<file path="src/rtl/timer_arb_pkg.sv">
// timer_arb_pkg: shared types and helpers for the timer arbiter slice.
//   state_t       - FSM state encoding (IDLE, RUN, DONE)
//   N_REQ_DEF     - default requester count
//   CNT_W_DEF     - default counter/length width
//   MAX_REQ       - largest supported requester count
//   onehot_index  - index of the set bit in a one-hot vector (0 if none)
package timer_arb_pkg;

  typedef enum logic [1:0] {
    IDLE,
    RUN,
    DONE
  } state_t;

  localparam int unsigned N_REQ_DEF = 4;
  localparam int unsigned CNT_W_DEF = 8;
  localparam int unsigned MAX_REQ   = 16;

  function automatic int unsigned onehot_index(input logic [MAX_REQ-1:0] v);
    onehot_index = 0;
    for (int unsigned i = 0; i < MAX_REQ; i++) begin
      if (v[i]) onehot_index = i;
    end
  endfunction

endpackage

</file>
<file path="src/rtl/timer_arbiter_if.sv">
// timer_arbiter_if: request/grant bundle between sequencers and the arbiter.
//   req   - per-requester request level
//   len   - packed per-requester terminal counts, slice i = len[i*CNT_W +: CNT_W]
//   grant - one-hot owner of the counter
//   done  - one-cycle completion pulse to the owner
//   busy  - arbiter is in RUN or DONE
//   count - current counter value
// Modports: master (sequencer side), slave (arbiter side).
interface timer_arbiter_if
  import timer_arb_pkg::*;
#(
  parameter int unsigned N_REQ = N_REQ_DEF,
  parameter int unsigned CNT_W = CNT_W_DEF
);
  logic [N_REQ-1:0]       req;
  logic [N_REQ*CNT_W-1:0] len;
  logic [N_REQ-1:0]       grant;
  logic [N_REQ-1:0]       done;
  logic                   busy;
  logic [CNT_W-1:0]       count;

  modport master (output req, len, input grant, done, busy, count);
  modport slave  (input req, len, output grant, done, busy, count);
endinterface

</file>
<file path="src/rtl/timer_arbiter_rr_pick.sv">
// rr_pick: combinational round-robin selector.
//   req        - request vector
//   ptr        - highest-priority index this round
//   winner     - one-hot first set request at or after ptr (wrapping), '0 if none
//   winner_idx - index of winner (0 if none)
module rr_pick
  import timer_arb_pkg::*;
#(
  parameter int unsigned N_REQ = N_REQ_DEF
) (
  input  logic [N_REQ-1:0]         req,
  input  logic [$clog2(N_REQ)-1:0] ptr,
  output logic [N_REQ-1:0]         winner,
  output logic [$clog2(N_REQ)-1:0] winner_idx
);
  localparam int unsigned PTR_W = $clog2(N_REQ);

  logic [PTR_W-1:0]   j;
  logic               found;
  logic [MAX_REQ-1:0] winner_wide;

  always_comb begin
    winner = '0;
    found  = 1'b0;
    j      = '0;
    for (int unsigned i = 0; i < N_REQ; i++) begin
      j = PTR_W'((32'(ptr) + i) % N_REQ);
      if (!found && req[j]) begin
        winner[j] = 1'b1;
        found     = 1'b1;
      end
    end
  end

  always_comb begin
    winner_wide             = '0;
    winner_wide[N_REQ-1:0]  = winner;
    winner_idx              = PTR_W'(onehot_index(winner_wide));
  end

endmodule

</file>
<file path="src/rtl/timer_arbiter.sv">
// timer_arbiter: shares one interval counter among N_REQ requesters in
// round-robin order. The owner's counter runs 0..len, then done pulses.
//   clk - clock, rising edge
//   rst - asynchronous active-high reset
//   bus - timer_arbiter_if.slave: req/len in, grant/done/busy/count out
// Optional feature: define TIMER_ARB_ABORT_EN to let the owner abort its
// interval by dropping req during RUN (no done, pointer still advances).
module timer_arbiter
  import timer_arb_pkg::*;
#(
  parameter int unsigned N_REQ = N_REQ_DEF,
  parameter int unsigned CNT_W = CNT_W_DEF
) (
  input  logic            clk,
  input  logic            rst,
  timer_arbiter_if.slave  bus
);
  localparam int unsigned PTR_W = $clog2(N_REQ);

  state_t           state_q, state_d;
  logic [N_REQ-1:0] grant_q, grant_d;
  logic [N_REQ-1:0] done_q, done_d;
  logic [CNT_W-1:0] count_q, count_d;
  logic [CNT_W-1:0] len_q, len_d;
  logic [PTR_W-1:0] ptr_q, ptr_d;
  logic [PTR_W-1:0] win_idx_q, win_idx_d;
  logic [PTR_W-1:0] ptr_adv;
  logic [N_REQ-1:0] pick_oh;
  logic [PTR_W-1:0] pick_idx;
  logic             abort;

  rr_pick #(.N_REQ(N_REQ)) u_pick (
    .req        (bus.req),
    .ptr        (ptr_q),
    .winner     (pick_oh),
    .winner_idx (pick_idx)
  );

  // Pointer lands just past the current owner so it has lowest priority next.
  assign ptr_adv = (win_idx_q == PTR_W'(N_REQ - 1)) ? '0 : win_idx_q + 1'b1;

`ifdef TIMER_ARB_ABORT_EN
  assign abort = ~|(bus.req & grant_q);
`else
  assign abort = 1'b0;
`endif

  always_comb begin
    state_d   = state_q;
    grant_d   = grant_q;
    done_d    = '0;
    count_d   = count_q;
    len_d     = len_q;
    ptr_d     = ptr_q;
    win_idx_d = win_idx_q;
    case (state_q)
      IDLE: begin
        grant_d = '0;
        count_d = '0;
        if (|bus.req) begin
          state_d   = RUN;
          grant_d   = pick_oh;
          win_idx_d = pick_idx;
          len_d     = bus.len[32'(pick_idx)*CNT_W +: CNT_W];
        end
      end
      RUN: begin
        if (abort) begin
          state_d = IDLE;
          grant_d = '0;
          count_d = '0;
          ptr_d   = ptr_adv;
        end else if (count_q == len_q) begin
          // Done is produced from the next-state path so it is registered
          // and lines up with the DONE state.
          state_d = DONE;
          grant_d = '0;
          done_d  = grant_q;
        end else begin
          count_d = count_q + 1'b1;
        end
      end
      DONE: begin
        state_d = IDLE;
        grant_d = '0;
        count_d = '0;
        ptr_d   = ptr_adv;
      end
      default: begin
        state_d = IDLE;
        grant_d = '0;
        count_d = '0;
      end
    endcase
  end

  always_ff @(posedge clk or posedge rst) begin
    if (rst) begin
      state_q   <= IDLE;
      grant_q   <= '0;
      done_q    <= '0;
      count_q   <= '0;
      len_q     <= '0;
      ptr_q     <= '0;
      win_idx_q <= '0;
    end else begin
      state_q   <= state_d;
      grant_q   <= grant_d;
      done_q    <= done_d;
      count_q   <= count_d;
      len_q     <= len_d;
      ptr_q     <= ptr_d;
      win_idx_q <= win_idx_d;
    end
  end

  assign bus.grant = grant_q;
  assign bus.done  = done_q;
  assign bus.count = count_q;
  assign bus.busy  = (state_q != IDLE);

endmodule

</file>
<file path="src/flat_wrapper.sv">
// flat-port wrapper written by rule: the top's interface ports become plain ports
module timer_arbiter_flat import timer_arb_pkg::*;
#(
  parameter int unsigned N_REQ = N_REQ_DEF,
  parameter int unsigned CNT_W = CNT_W_DEF
)
  (clk, rst, bus_req, bus_len, bus_grant, bus_done, bus_busy, bus_count);
  timer_arbiter_if #(.N_REQ(N_REQ), .CNT_W(CNT_W)) bus_i ();
  input  logic clk;
  input  logic rst;
  input wire logic [$bits(bus_i.req)-1:0] bus_req;
  input wire logic [$bits(bus_i.len)-1:0] bus_len;
  output wire logic [$bits(bus_i.grant)-1:0] bus_grant;
  output wire logic [$bits(bus_i.done)-1:0] bus_done;
  output wire logic [$bits(bus_i.busy)-1:0] bus_busy;
  output wire logic [$bits(bus_i.count)-1:0] bus_count;
  assign bus_i.req = bus_req;
  assign bus_i.len = bus_len;
  assign bus_grant = bus_i.grant;
  assign bus_done = bus_i.done;
  assign bus_busy = bus_i.busy;
  assign bus_count = bus_i.count;
  timer_arbiter #(.N_REQ(N_REQ), .CNT_W(CNT_W)) u_core (.clk(clk), .rst(rst), .bus(bus_i));
endmodule
</file>
<file path="config.mk">
export PLATFORM = sky130hd
export DESIGN_NAME = timer_arbiter_flat
export DESIGN_NICKNAME = d
export VERILOG_FILES = /design/src/rtl/timer_arb_pkg.sv /design/src/rtl/timer_arbiter_if.sv /design/src/rtl/timer_arbiter_rr_pick.sv /design/src/rtl/timer_arbiter.sv /design/src/flat_wrapper.sv
export SDC_FILE = /design/constraint.sdc
export NUM_CORES = 1
export LEC_CHECK = 0
export CAP_MARGIN = 10
export CELL_PAD_IN_SITES_DETAIL_PLACEMENT = 0
export CELL_PAD_IN_SITES_GLOBAL_PLACEMENT = 1
export CORE_UTILIZATION = 33
export CTS_CLUSTER_DIAMETER = 150
export DETAILED_ROUTE_END_ITERATION = 12
export GPL_TIMING_DRIVEN = 0
export PLACE_DENSITY_LB_ADDON = 0.1
export SYNTH_ARGS = -nofsm -noshare
export SYNTH_HDL_FRONTEND = slang
export SYNTH_SLANG_ARGS = --single-unit
</file>
<file path="constraint.sdc">
create_clock -name clk -period 2.8 [get_ports clk]
set_input_delay 0.56 -clock clk [delete_from_list [all_inputs] [get_ports clk]]
set_output_delay 0.56 -clock clk [all_outputs]
set_load 0.01 [all_outputs]
</file>
==> results, run 1 <==
- The flow ran to the end, and the final reports show no timing, DRC or antenna violations.
- The time the final worst path needs with I/O delays and setup is about 2.6 ns.
- The path class of the lowest-slack min-delay path is reg2reg.
- The critical path goes through buf_4, inv_1, ha_4, mux4_2, buf_4, a31oi_4, clkbuf_2, o21ai_0, o311a_1, o221ai_1.
- The area growth from synthesis to layout is 45.3%.
- After the flow finishes, the layout carries non-filler instances totaling ~360.
- The clock passes through at most 2 buffers.
- Hold is met by about 0.5 ns.
- The initial utilization of the core area, before any placement, comes to roughly 34%.
- The power after layout is 2.57 mW.
- The biggest area contributor in the post-synthesis netlist is sky130_fd_sc_hd__dfrtp_1.
- In this run the mean area of a mapped cell was around 9.5 sq um.
- The endpoint kind of the worst setup timing path is a flop.
- The total count of hold-check failures in the final report is 0.
- The synthesized design contains 30 register bits.
- The via count of the first global-routing pass is between 1500 and 2000.
- In the final timing run, aggregate negative setup slack is 0 ns.
- The proportion of register bits with asynchronous set or reset after synthesis is 100%.
- The detailed router's first-iteration violation count is 70.
- The placement row count is 28.
- After layout, the worst path uses 93.9% of the clock period.
- The average routed wire per standard cell is ~15 um.
- Entering global routing, the biggest net connects 31 pins.
- In the routed layout, each cell is associated on average with a via count of just over 5.
- The antenna violation net count after detailed routing is 0.
- The clock tree from TritonCTS is yes.
- The number of buffer and inverter instances along the worst setup path is 4.
- The areal power density over the cells is just under 900 nW/um^2.
- The type of element launching the critical path is a flop.
- For the worst setup path, the data arrival time is between 2 and 3 ns.
- Counting every sink on the clock net gives 30.
- Timing would allow up to about 380 MHz.
- The slowest stage of the critical path belongs to the cell sky130_fd_sc_hd__mux4_2.
- In this run the number of H-tree levels came out at 2.
- In the layout the commonest cells are sky130_fd_sc_hd__clkdlybuf4s50_1 (50), sky130_fd_sc_hd__nand2_1 (30), sky130_fd_sc_hd__dfrtp_1 (28), sky130_fd_sc_hd__nor2_1 (15).
- The clock power share is approximately 16%.
- Timing analysis after detailed placement gives a worst setup slack of -0.459 ns.
- Of all nets on the critical path, the largest fanout is 10.
- The clock skew is about 0.0047 ns.
- The core region is slightly below 6000 sq um.
- For this run, design rule violations remaining after detail routing come to 0.
- The post-synth net total is between 200 and 300.
- The multi-input combinational cells in the finished layout cover a total of 1200 sq um.
- Setup violations remaining at the end of the flow were counted as 0.
- The net load switching power is a little over 1 mW.
- Combinational logic is responsible for 56.3% of the overall power.
- The proportion of layout cells with a drive suffix above 1 is between 10% and 20%.
- The later pin in the worst-skew pair is clocked with a latency of roughly 0.28 ns.
- The clock buffer count from CTS is 5.
- At the end of the flow, the number of nets in the layout was about 330.
- The repair_antennas step left the layout with diodes totalling 0.
- The root buffer cell chosen for the clock tree is sky130_fd_sc_hd__clkbuf_8.
- The critical path is of the reg2reg type.
- The primary flip-flop cell chosen by synthesis mapping is sky130_fd_sc_hd__dfrtp_1.
- Registers take around 750 sq um.
- At the pin with the least slew margin, the transition time is 0.765 ns.
- Among the stages of the critical path, the cell type that occurs most often is sky130_fd_sc_hd__buf_4.
- The number of max-cap violations is 0.
- By area the synthesized netlist is led by sky130_fd_sc_hd__dfrtp_1 (37%), sky130_fd_sc_hd__nand2_1 (5.8%), sky130_fd_sc_hd__ha_1 (5.6%).
- The worst pin sits at a relative slew slack of between 40% and 50%.
- Measured along the y axis, the die boundary spans 80.0 um.
- The CTS clock-pin slew for the worst setup and hold paths is ~0.06 ns.
- The share of synthesized area occupied by flip-flops and latches is 37.4%.
- The total congestion overflow is 0.
- The count of boundary I/O pins is 55.
- The count of placed standard cells including taps is ~340.
- Input and output buffers added on the ports amount to 54.
- The synthesized design contains 0 enable-type register cells.
- Across the VDD grid, the largest voltage drop is about 0.00041 V.
- The warning count from the yosys run is 0.
- At the worst endpoint, the required time is roughly 3 ns.
- The share of the synthesized area in the top cell type is 37.4%.
- The horizontal die dimension is between 80 and 90 um.
- The number of antenna violations at the first check in global routing was 0.
- In this run the static leakage power is 1.21 nW.
- After clock tree synthesis, the flow added hold-fix buffers numbering 0.
- The half-perimeter wire length after placement is roughly 3.8 mm.
- The final setup slack of the worst path is ~0.17 ns.
- In this design, the stage delay of the slowest critical-path cell is around 0.58 ns.
- Wires add up to ~5.3 mm.
- Counting the fill cells in the layout gives ~590.
- The cell count after synthesis came out at between 200 and 250.
- The first detailed-routing pass took 4 iterations.
- The die covers approximately 6400 sq um.
- The total count of max-transition violations in the final report came to 0.
- The cell internal power dissipation is roughly 1.6 mW.
- The library cell used most frequently in the layout, excluding fill and tap cells, is sky130_fd_sc_hd__clkdlybuf4s50_1.
- The overall global routing resource usage is around 18%.
- The synthesized netlist occupies a cell area of 2010 sq um.
- Of the total power, the share spent switching nets is around 40%.
- The final estimated routing congestion in global placement is ~0.73.
- Among cell families on the critical path, the largest total delay comes from buffers and inverters.
- Sequential cells account for 27.8% of the total power.
- The first global-routing pass estimated just under 9 mm of wire.
- The count of unique library cells instantiated by Yosys is 46.
- The total number of vias is between 1500 and 2000.
-- synth_stat cells, types with 2 or more instances --
master	instances
sky130_fd_sc_hd__mux4_2	3
sky130_fd_sc_hd__and3b_1	2
sky130_fd_sc_hd__o21ai_0	13
sky130_fd_sc_hd__dfrtp_1	30
sky130_fd_sc_hd__clkbuf_1	3
sky130_fd_sc_hd__xnor2_1	11
sky130_fd_sc_hd__o211ai_1	3
sky130_fd_sc_hd__a21oi_1	2
sky130_fd_sc_hd__xor2_1	3
sky130_fd_sc_hd__ha_1	9
sky130_fd_sc_hd__nor4bb_1	2
sky130_fd_sc_hd__nand2_1	31
sky130_fd_sc_hd__nor3_1	6
sky130_fd_sc_hd__nand3_1	2
sky130_fd_sc_hd__o311a_1	8
sky130_fd_sc_hd__o22ai_1	4
sky130_fd_sc_hd__nor2_1	15
sky130_fd_sc_hd__or2_2	2
sky130_fd_sc_hd__nor3b_1	3
sky130_fd_sc_hd__o221ai_1	8
sky130_fd_sc_hd__mux2i_1	3
sky130_fd_sc_hd__a31oi_1	2
sky130_fd_sc_hd__o21ai_1	10
sky130_fd_sc_hd__nand4_1	2
sky130_fd_sc_hd__nand2b_1	3
sky130_fd_sc_hd__inv_1	12
-- logic make-up (layout without fill, tap and decap cells) --
family                     count (synthesis)  count (layout)  share of synthesized area [%]
AOI/OAI and AO/OA                         59              59                           22.2
muxes                                      9               9                           7.48
and+or+nand+nor                           72              72                           17.1
adders and majority gates                  9               9                           5.61
DFF                                       30              30                           37.4
buffers and inverters                     19              93                           4.17
xor gates and xnor gates                  14              14                           6.11
-- cell type report --
cell class	instances	area share (%)
buffer	7	1.37
timing repair buffer	66	23.1
clock buffer	8	3.77
inverter	12	1.54
sequential	30	25.8
multi-input combinational	163	41.2
tap	75	3.22
-- sequential cells by signal, indices dropped and copies added, names as in the netlist --
register / flops
u_core.bus.done: 4
u_core.ptr_q: 2
u_core.bus.count: 8
u_core.state_q: 2
u_core.bus.grant: 4
u_core.len_q: 8
u_core.win_idx_q: 2
-- through the flow --
stage | area (sq um) | util, %
floorplan | 2010 | -
global placement | 2640 | 44.9
detailed placement | 2640 | 44.9
CTS | 2810 | 47.8
global route | 2920 | 49.6
finish | 2920 | 49.6
-- metal layers --
| layer | share of wire [%] | routed length, um | vias to the layer above | global-route usage (%) |
|---|---|---|---|---|
| met5 | 0 | 0 | - | 0 |
| met4 | 0.91 | 48 | 0 | 4.29 |
| met3 | 4.3 | 226 | 6 | 3.89 |
| met2 | 49 | 2580 | 45 | 28.9 |
| met1 | 46 | 2430 | 867 | 23.9 |
| li1 | - | - | 926 | - |
-- path summary, 6_finish.rpt --
check	startpoint	end	slack (ns)	depth (start not counted)
worst min-delay path	u_core.win_idx_q[0]	u_core.ptr_q[0]	0.49	1
worst max register to register	u_core.ptr_q[0]	u_core.len_q[0]	0.17	10
max in group asynchronous	rst	u_core.len_q[7]	1.83	3
worst min register to register	u_core.win_idx_q[0]	u_core.ptr_q[0]	0.49	1
min in group asynchronous	rst	u_core.bus.grant[0]	0.54	2
worst max-delay path	u_core.ptr_q[0]	u_core.len_q[0]	0.17	10
-- power groups by stage --
| stage | Clock, mW | Combinational, mW | Sequential (mW) |
|---|---|---|---|
| 6_report | 0.407 | 1.45 | 0.713 |
| 5_1_grt | 0.444 | 1.61 | 0.736 |
| 4_1_cts | 0.420 | 1.36 | 0.721 |
| 3_5_place_dp | 0 | 1.26 | 0.737 |
| 3_3_place_gp | 0 | 1.27 | 0.739 |
| 2_1_floorplan | 0 | 0.868 | 0.724 |
-- timing repair --
item                                    4_1_cts  5_1_grt
pin swaps                                     1        2
endpoints found under the setup margin       13       12
gates resized for setup                       6        7
setup buffers                                 4        7
No activity file was read; power rests on OpenSTA's default activity.
==> run 2, diff against run 1 <==
--- a/config.mk
+++ b/config.mk
@@ -8,11 +8,12 @@
 export CAP_MARGIN = 10
 export CELL_PAD_IN_SITES_DETAIL_PLACEMENT = 0
 export CELL_PAD_IN_SITES_GLOBAL_PLACEMENT = 1
-export CORE_UTILIZATION = 33
+export CORE_UTILIZATION = 34
 export CTS_CLUSTER_DIAMETER = 150
 export DETAILED_ROUTE_END_ITERATION = 12
 export GPL_TIMING_DRIVEN = 0
 export PLACE_DENSITY_LB_ADDON = 0.1
 export SYNTH_ARGS = -nofsm -noshare
 export SYNTH_HDL_FRONTEND = slang
+export SYNTH_HIERARCHICAL = 1
 export SYNTH_SLANG_ARGS = --single-unit
==> run 2 against run 1 <==
The flow now finishes with violations (setup timing). Sequential share of layout area up 0.87 points. Count of clock-buffer cells in the layout down 1. Critical path depth up 1. Power down 10%. Design area down 3.3%. Hold slack worse by 0.00078 ns. Wire length down 12%. Sequential power up 3.4%. Maximum frequency down 13%. Non-clock buffer count down 6. Die area down 3.4%. Via count down 9.4%.
==> results, run 2 <==
- The number of antenna violations at the first check in global routing was 0.
- The cell internal power dissipation is approximately 1.5 mW.
- The cell type with the largest total area after synthesis is sky130_fd_sc_hd__dfrtp_1.
- The post-synth net total is 222.
- The H-tree was split into 2 levels.
- In this run the worst hold path is classified as reg2reg.
- The detailed router's first-iteration violation count is 79.
- The count of clock tree sinks is 30.
- The source-to-sink clock delay at the later pin of the worst-skew pair is ~0.28 ns.
- The number of design rule violations left after detail routing is 0.
- Of the total power, registers draw between 30% and 40%.
- The layout has 517 filler cells.
- In the synthesized netlist the async set-or-reset flop fraction comes to between 90% and 100%.
- The cell sitting at the root of the clock tree is a sky130_fd_sc_hd__clkbuf_8.
- The clock tree from TritonCTS is yes.
- The number of buffer and inverter instances along the worst setup path is 3.
- The floorplan step set the die height to between 70 and 80 um.
- The via count of the first global-routing pass came to ~1600.
- Of the cells placed in the final design, the portion with a size suffix greater than 1 is a little under a quarter.
- The number of placed instances, taps included, is ~300.
- Of the total power, the clock network draws 15.6%.
- The die is roughly 79 um wide.
- Dividing total power by cell area gives a power density of between 800 and 900 nW/um^2.
- Across every metal layer, demand over resource in global routing totals between 10% and 20%.
- In this design, the stage delay of the slowest critical-path cell is between 0.5 and 0.6 ns.
- After detailed routing, the total wire length is ~4.7 mm.
- The final layout contains between 200 and 300 nets.
- The antenna violation net count after detailed routing is 0.
- The clock buffer count from CTS is 5.
- The final setup slack of the worst path is -0.232 ns.
- The final setup TNS is -1.65 ns.
- The mapped netlist covers between 1500 and 2000 sq um.
- After synthesis, flip-flops and latches occupy about 38% of the total area.
- The count of mapped cells out of synthesis is 175.
- The floorplan has 27 rows.
- In this run the power spent charging and discharging nets is approximately 0.84 mW.
- The library cells used most frequently in the layout, excluding fill and tap cells, are sky130_fd_sc_hd__clkdlybuf4s50_1 (50), sky130_fd_sc_hd__dfrtp_1 (28), sky130_fd_sc_hd__nand2_1 (17), sky130_fd_sc_hd__mux4_2 (10).
- The path type of the worst setup path is reg2reg.
- The primary flip-flop cell chosen by synthesis mapping is sky130_fd_sc_hd__dfrtp_1.
- The initial utilization of the core area, before any placement, comes to a little over a third.
- The die footprint is between 6000 and 7000 sq um.
- The total number of vias is around 1700.
- The run finished, with violations left.
- The average routed wire per standard cell is about 15 um.
- Static timing analysis puts the maximum clock frequency at approximately 330 MHz.
- Combinational logic is responsible for 52.4% of the overall power.
- The total count of hold-check failures in the final report is 0.
- Setup violations remaining at the end of the flow were counted as 8.
- The time the final worst path needs with I/O delays and setup is 3.03 ns.
- Once layout is complete, the cells apart from fillers number approximately 310.
- Ranked by total cell area, the synthesized netlist is headed by sky130_fd_sc_hd__dfrtp_1 (38%), sky130_fd_sc_hd__mux4_2 (10%), sky130_fd_sc_hd__mux2_2 (6.2%).
- Global routing finished with a remaining overflow of 0.
- The half-perimeter wire length after placement is 3.45 mm.
- Relative to the synthesized area, the layout overhead comes to 41.4%.
- In the post-synthesis netlist, the cell with the most instances is sky130_fd_sc_hd__dfrtp_1.
- On the critical path, the stage with the largest delay is an instance of sky130_fd_sc_hd__mux4_2.
- The synthesized design contains 30 register bits.
- Yosys mapped the design onto 48 distinct sky130hd cell types.
- The number of buffers inserted for hold repair after clock tree synthesis is 0.
- The count of boundary I/O pins is 55.
- The leakage power of the design is between 1 and 1.5 nW.
- The final cell utilization of the core is between 50% and 60%.
- After clock tree synthesis, the clock-pin slew on the worst setup and hold paths is 0.06 ns.
- The Yosys step of the flow raised 6 warnings.
- The number of max-cap violations is 0.
- The required time at the endpoint of the critical path is 2.96 ns.
- The type of element launching the critical path is a flop.
- The number of enable-type register cells in the synthesized netlist is 0.
- In the synthesized netlist, the cells that appear most often are sky130_fd_sc_hd__dfrtp_1 (30), sky130_fd_sc_hd__nand2_1 (17), sky130_fd_sc_hd__mux2_2 (11).
- The number of antenna diodes in the final layout is 0.
- In this run the worst path has a maximum fanout of 10.
- The peak supply drop is roughly 0.00031 V.
- At the pin with the least slew margin, the transition time is 0.605 ns.
- The final estimated routing congestion in global placement is 0.775.
- Dividing the detail-routed via count by the number of cells gives about 5.3.
- The post-route fraction of the period consumed by the critical path is 108%.
- The share of synthesized area in the top cell type comes to between 30% and 40%.
- In this run switching power makes up a little over a third of total power.
- Across the routed clock network, the largest skew measured is about 0.0041 ns.
- The area of the core is approximately 5600 sq um.
- The kind of cell adding the most delay to the critical path is multiplexers.
- The final reports fail on setup timing.
- The pin count of the biggest net entering global routing is 31.
- The number of buffer cells added on primary ports is 54.
- The leading cell type in the layout, fill and taps excluded is sky130_fd_sc_hd__clkdlybuf4s50_1.
- The longest clock path from root to sink contains 2 buffers.
- The worst slew margin relative to its limit is 59.6%.
- The synthesized area divided by synthesized cell count is approximately 11 sq um.
- The first global-routing pass estimated a little under 8 mm of wire.
- The total count of max-transition violations in the final report came to 0.
- The endpoint kind of the worst setup timing path is a flop.
- Data arrives at the worst endpoint at 3.19 ns.
- Before antenna repair, the detailed router went through 4 iterations.
- Setup repair after global routing could not meet its margin everywhere.
- The signal on the critical path passes through buf_8, inv_6, ha_4, mux4_2, nor2b_4, a22o_1, a221oi_2, a21o_1, buf_8, mux4_2, mux2_4.
## run 2: cell types whose count changed in the layout (fill, tap and decap cells not counted), moves of 5 or more
cell,delta
sky130_fd_sc_hd__mux2_4,+5
sky130_fd_sc_hd__buf_4,-7
sky130_fd_sc_hd__o21ai_0,-7
sky130_fd_sc_hd__mux4_2,+7
sky130_fd_sc_hd__o221ai_1,-8
sky130_fd_sc_hd__o21ai_1,-11
sky130_fd_sc_hd__o311a_1,-8
sky130_fd_sc_hd__nor2_1,-8
sky130_fd_sc_hd__inv_1,-9
sky130_fd_sc_hd__nand2_1,-13
## run 2: worst reg2reg max path: stages, from the launching register on
cell                       delay (ns)
sky130_fd_sc_hd__dfrtp_2         0.38
sky130_fd_sc_hd__buf_8           0.15
sky130_fd_sc_hd__inv_6           0.04
sky130_fd_sc_hd__ha_4            0.27
sky130_fd_sc_hd__mux4_2          0.34
sky130_fd_sc_hd__nor2b_4         0.16
sky130_fd_sc_hd__a22o_1          0.19
sky130_fd_sc_hd__a221oi_2        0.24
sky130_fd_sc_hd__a21o_1          0.19
sky130_fd_sc_hd__buf_8           0.16
sky130_fd_sc_hd__mux4_2          0.52
sky130_fd_sc_hd__mux2_4          0.27
## run 2: metal layers
layer	global-route usage, %	up-vias	share of wire, %
met5	0	-	0
met4	4.44	0	0.94
met3	4.07	5	5.6
met2	26.1	58	48
met1	21.2	811	45
li1	-	796	-
## run 2: power groups by stage
| stage | registers (mW) | logic, mW | clock network (mW) |
|---|---|---|---|
| after floorplan | 0.731 | 0.781 | 0 |
| after global placement | 0.740 | 1.11 | 0 |
| after detailed placement | 0.748 | 1.14 | 0 |
| after CTS | 0.738 | 1.19 | 0.371 |
| after global routing | 0.761 | 1.31 | 0.389 |
| final | 0.737 | 1.21 | 0.359 |
## run 2: layout make-up
| class | instances | area, sq um | area share, % |
|---|---|---|---|
| clock buffers | 7 | 86.3 | 3.06 |
| flip-flops and latches | 30 | 753 | 26.7 |
| plain buffers | 9 | 76.3 | 2.70 |
| well taps | 72 | 90.1 | 3.19 |
| inverters | 5 | 23.8 | 0.842 |
| repair buffers | 58 | 586 | 20.7 |
| multi-input cells | 131 | 1200 | 42.6 |
| clock inverters | 1 | 5.00 | 0.177 |
## run 2: kinds of logic (layout without fill, tap and decap cells)
logic type	count (synthesis)	after routing	synth area share [%]
compound gates	35	35	14.7
xor+xnor	8	8	3.51
fa+ha+maj	9	9	5.64
buf+inv	14	80	4.07
flops	30	30	37.6
mux	23	23	18.7
simple gates	56	56	15.9
## run 2: final timing paths
| path | startpoint | to | slack, ns | depth (start not counted) |
|---|---|---|---|---|
| max | u_core/ptr_q[0] | u_core/len_q[2] | -0.23 | 11 |
| min | u_core/win_idx_q[0] | u_core/ptr_q[0] | 0.49 | 1 |
| max reg2reg | u_core/ptr_q[0] | u_core/len_q[2] | -0.23 | 11 |
| min reg2reg | u_core/win_idx_q[0] | u_core/ptr_q[0] | 0.49 | 1 |
| max in group asynchronous | rst | u_core/ptr_q[1] | 1.64 | 3 |
| min in group asynchronous | rst | u_core/bus.done[2] | 0.66 | 2 |
## run 2: metrics by stage
stage               setup slack [ns]  hold slack [ns]  power (mW)  cell area, sq um
finish                        -0.232            0.490        2.30              2820
global route                  -0.363            0.508        2.46              2820
CTS                           -0.235            0.487        2.30              2780
detailed placement            -0.821            0.483        1.89              2650
global placement              -0.757            0.471        1.85              2650
floorplan                    -0.0950            0.456        1.51              2020
## run 2: what timing repair did
item | in CTS | in global routing
setup endpoints to repair | 10 | 8
setup buffers | 3 | 0
gates resized for setup | 12 | 5
==> run 3, diff against run 2 <==
--- a/config.mk
+++ b/config.mk
@@ -5,10 +5,11 @@
 export SDC_FILE = /design/constraint.sdc
 export NUM_CORES = 1
 export LEC_CHECK = 0
+export ABC_AREA = 1
 export CAP_MARGIN = 10
 export CELL_PAD_IN_SITES_DETAIL_PLACEMENT = 0
 export CELL_PAD_IN_SITES_GLOBAL_PLACEMENT = 1
-export CORE_UTILIZATION = 34
+export CORE_UTILIZATION = 32
 export CTS_CLUSTER_DIAMETER = 150
 export DETAILED_ROUTE_END_ITERATION = 12
 export GPL_TIMING_DRIVEN = 0
==> run 3 against run 2 <==
The run now ends clean. Via count rose by 32%. Clock power barely moved. Synthesized area rose by 17%. Largest cell class unchanged. Largest power group is now sequential cells.
==> results, run 3 <==
- The run finished with clean final reports.
- The net load switching power is approximately 0.22 mW.
- The worst-margin pin slew is between 0.4 and 0.5 ns.
- The peak supply drop is 0.000141 V.
- The cell family contributing the most delay on the critical path is simple AND/OR/NAND/NOR gates.
- The cell internal power dissipation is ~0.7 mW.
- The vias per cell is between 4 and 5.
- The library cells used most frequently in the layout, excluding fill and tap cells, are sky130_fd_sc_hd__nand2_1 (87), sky130_fd_sc_hd__clkdlybuf4s50_1 (54), sky130_fd_sc_hd__inv_1 (36), sky130_fd_sc_hd__nand3_1 (31), sky130_fd_sc_hd__dfrtp_1 (28).
- The delay of the slowest critical-path stage is between 0.4 and 0.5 ns.
- The worst setup path is captured at a flop.
- The half-perimeter wire length after placement is 4.26 mm.
- Of the cells placed in the final design, the portion with a size suffix greater than 1 is 19.8%.
- The share of the synthesized area in the top cell type is roughly 32%.
- The first-pass GRT wire length is around 9.5 mm.
- The share of synthesized area occupied by flip-flops and latches is 32.2%.
- Among all cell types in the netlist, the one instantiated most often is sky130_fd_sc_hd__nand2_1.
- By area the synthesized netlist is led by sky130_fd_sc_hd__dfrtp_1 (32%), sky130_fd_sc_hd__nand2_1 (14%), sky130_fd_sc_hd__nand3_1 (6.7%).
- The detailed-router iteration count before antenna repair is 4.
- The final estimated routing congestion in global placement is 0.776.
- Cells fill 45.7% of the core in the end.
- The time the final worst path needs with I/O delays and setup is 2.55 ns.
- The top achievable clock speed is 392 MHz.
- The synthesized area divided by synthesized cell count is 7.03 sq um.
- The antenna violation net count after detailed routing is 0.
- Clock skew on the completed layout was measured at approximately 0.005 ns.
- The clock buffer count from CTS is 5.
- The count of boundary I/O pins is 55.
- The areal power density over the cells is around 300 nW/um^2.
- The number of antenna violations at the first check in global routing is 0.
- The leakage power of the design is 1.65 nW.
- Among all flip-flop cells after synthesis, the most frequent one is sky130_fd_sc_hd__dfrtp_1.
- Global routing used ~16% of the available tracks across all layers.
- The clock tree from TritonCTS is yes.
- The total count of max-transition violations in the final report is 0.
- After synthesis the cells add up to between 2000 and 2500 sq um.
- The critical path goes through inv_2, ha_1, inv_1, nand3_1, nand2_1, nand2_4, nor3_1, nor2_2, nand2_1, nand2_2, inv_2, buf_6, nor2_1, o22ai_1, nand2_1, o21ai_0.
- After synthesis, the netlist uses 27 different library cells.
- The number of buffer and inverter instances along the worst setup path is 4.
- The area of the core is 6910 sq um.
- The horizontal die dimension is ~87 um.
- In this run, synthesis inferred 0 flip-flops with an integrated enable.
- The fraction of power spent switching nets is between 20% and 30%.
- The worst slew margin relative to its limit is approximately 68%.
- Setup repair after global routing could not meet its margin everywhere.
- Input and output buffers added on the ports amount to between 50 and 60.
- The area growth from synthesis to layout is 35.7%.
- Summing internal, switching and leakage power gives ~0.93 mW.
- Max-cap violations in this run came to 0.
- The slowest stage of the critical path is the sky130_fd_sc_hd__dfrtp_2 cell.
- Among the stages of the critical path, the cell type that occurs most often is sky130_fd_sc_hd__nand2_1.
- Clock-pin slew was measured on the worst setup and hold paths at roughly 0.06 ns.
- The H-tree was split into 2 levels.
- The post-route fraction of the period consumed by the critical path is between 90% and 100%.
- At the end of the flow, the number of nets in the layout was 444.
- The via count of the first global-routing pass was between 2000 and 2500.
- In the routed design, unresolved DRC markers number 0.
- The register bit total from synthesis is 30.
- The share of total power in sequential cells is 46.8%.
- The pin count of the biggest net entering global routing is 31.
- The die height is a little under 90 um.
- The total count of hold-check failures in the final report was 0.
- The path class of the tightest hold or removal check is reg2reg.
- The placement row count is 30.
- The layout filler cell count is 746.
- The count of clock tree sinks is 30.
- The final route contains 2204 vias.
- The cell type with the largest total area after synthesis is sky130_fd_sc_hd__dfrtp_1.
- In this run the clock root is driven by a sky130_fd_sc_hd__clkbuf_8.
- In the final routed layout, each cell accounts on average for 11.1 um.
- When the netlist entered floorplanning its net count stood at between 300 and 400.
- The worst setup path is launched from a flop.
- The worst hold path depth is 1.
- Per report_power, the combinational group accounts for about 15% of the total.
- The initial utilization of the core area, before any placement, comes to 33.7%.
- The number of cells on the worst reg-to-reg path is 16.
- The count of cell instances traversed by the critical path is 16.
- The die covers around 7600 sq um.
- After global routing the overflow that remains totals 0.
- The leading cell type in the layout, fill and taps excluded is sky130_fd_sc_hd__nand2_1.
- Of all flip-flops after synthesis, the portion carrying an async set or reset was between 90% and 100%.
- The final setup violation count is 0.
- Buffers inserted to repair hold after CTS numbered 0.
- By startpoint and endpoint, the worst setup path is classified as reg2reg.
- The first routing iteration left 95 violations.
- The warning count from the yosys run is 6.
- By count the netlist is led by sky130_fd_sc_hd__nand2_1 (89), sky130_fd_sc_hd__inv_1 (38), sky130_fd_sc_hd__nand3_1 (31).
- The count of mapped cells out of synthesis is around 330.
- The deepest clock path buffer count is 2.
- The clock network accounts for about two fifths of the total power.
- The number of antenna diodes in the final layout is 0.
- In this run the worst path has a maximum fanout of 10.
- For the worst setup path, the data arrival time is about 2.8 ns.
- The required time at the endpoint of the critical path is roughly 3.0 ns.
- The source-to-sink clock delay at the later pin of the worst-skew pair is 0.28 ns.
- The final layout contains routed wiring with a total length of 5.47 mm.
- In this run the register-to-register setup slack is 0.25 ns.
## run 3: cell types whose count changed in the layout (fill, tap and decap cells not counted), moves of 9 or more
cell	previous run	this run
sky130_fd_sc_hd__nand3_1	4	31
sky130_fd_sc_hd__nand2_1	17	87
sky130_fd_sc_hd__nor2_1	7	25
sky130_fd_sc_hd__nor2_2	1	10
sky130_fd_sc_hd__o22ai_1	0	9
sky130_fd_sc_hd__inv_1	3	36
sky130_fd_sc_hd__o21ai_0	5	24
sky130_fd_sc_hd__nand2_2	1	15
sky130_fd_sc_hd__mux4_2	10	0
sky130_fd_sc_hd__nand3_2	0	9
sky130_fd_sc_hd__inv_2	1	13
## run 3: power by group through the flow
stage	Sequential (mW)	Clock (mW)	Combinational (mW)
after global routing	0.433	0.381	0.153
after CTS	0.433	0.369	0.130
after global placement	0.441	0	0.129
after floorplan	0.441	0	0.0583
after detailed placement	0.441	0	0.129
final	0.434	0.357	0.135
## run 3: layout make-up
class | instances | area [sq um] | share of cell area [%]
Clock inverter | 1 | 5.00 | 0.158
Sequential cell | 30 | 753 | 23.8
Clock buffer | 7 | 86.3 | 2.73
Buffer | 7 | 47.5 | 1.50
Tap cell | 96 | 120 | 3.80
Inverter | 49 | 184 | 5.82
Timing Repair Buffer | 59 | 598 | 18.9
Multi-Input combinational cell | 245 | 1370 | 43.2
## run 3: metrics by stage
stage               std cells  instance area, sq um  setup WS [ns]  hold slack, ns  setup TNS, ns
global route              494                  3160       0.000383           0.512              0
floorplan                 331                  2330          0.411           0.457              0
finish                    494                  3160          0.250           0.484              0
detailed placement        481                  2990         -0.240           0.491          -1.64
CTS                       489                  3090        0.00780           0.489              0
global placement          481                  2990         -0.232           0.480          -1.60
## run 3: repair_timing
| action | in CTS | in global routing |
|---|---|---|
| setup buffers | 0 | 4 |
| setup endpoints to repair | 8 | 8 |
| resized for setup | 4 | 7 |
## run 3: cells by family (layout without fill, tap and decap cells)
group,after synthesis,in the layout,share of synthesized area [%]
AO/OA/AOI/OAI,38,38,8.76
XOR/XNOR,5,5,1.88
adder cells (fa/ha/maj),9,9,4.84
buffers and inverters,56,123,9.57
flip-flops,30,30,32.2
multiplexers,1,1,0.484
AND/OR/NAND/NOR,192,192,42.2
## run 3: final timing paths
kind / start / end
worst max-delay path: u_core/ptr_q[1] / u_core/len_q[7]
worst min-delay path: u_core/win_idx_q[0] / u_core/ptr_q[0]
worst max register to register: u_core/ptr_q[1] / u_core/len_q[7]
worst min register to register: u_core/win_idx_q[0] / u_core/ptr_q[0]
max in group asynchronous: rst / u_core/ptr_q[1]
min in group asynchronous: rst / u_core/bus.done[2]
## run 3: layer usage
metal | global-route usage (%) | routed length [um]
met1 | 21.2 | 2820
met4 | 5.22 | 66
met5 | 0 | 0
met2 | 25.2 | 2310
met3 | 3.60 | 284
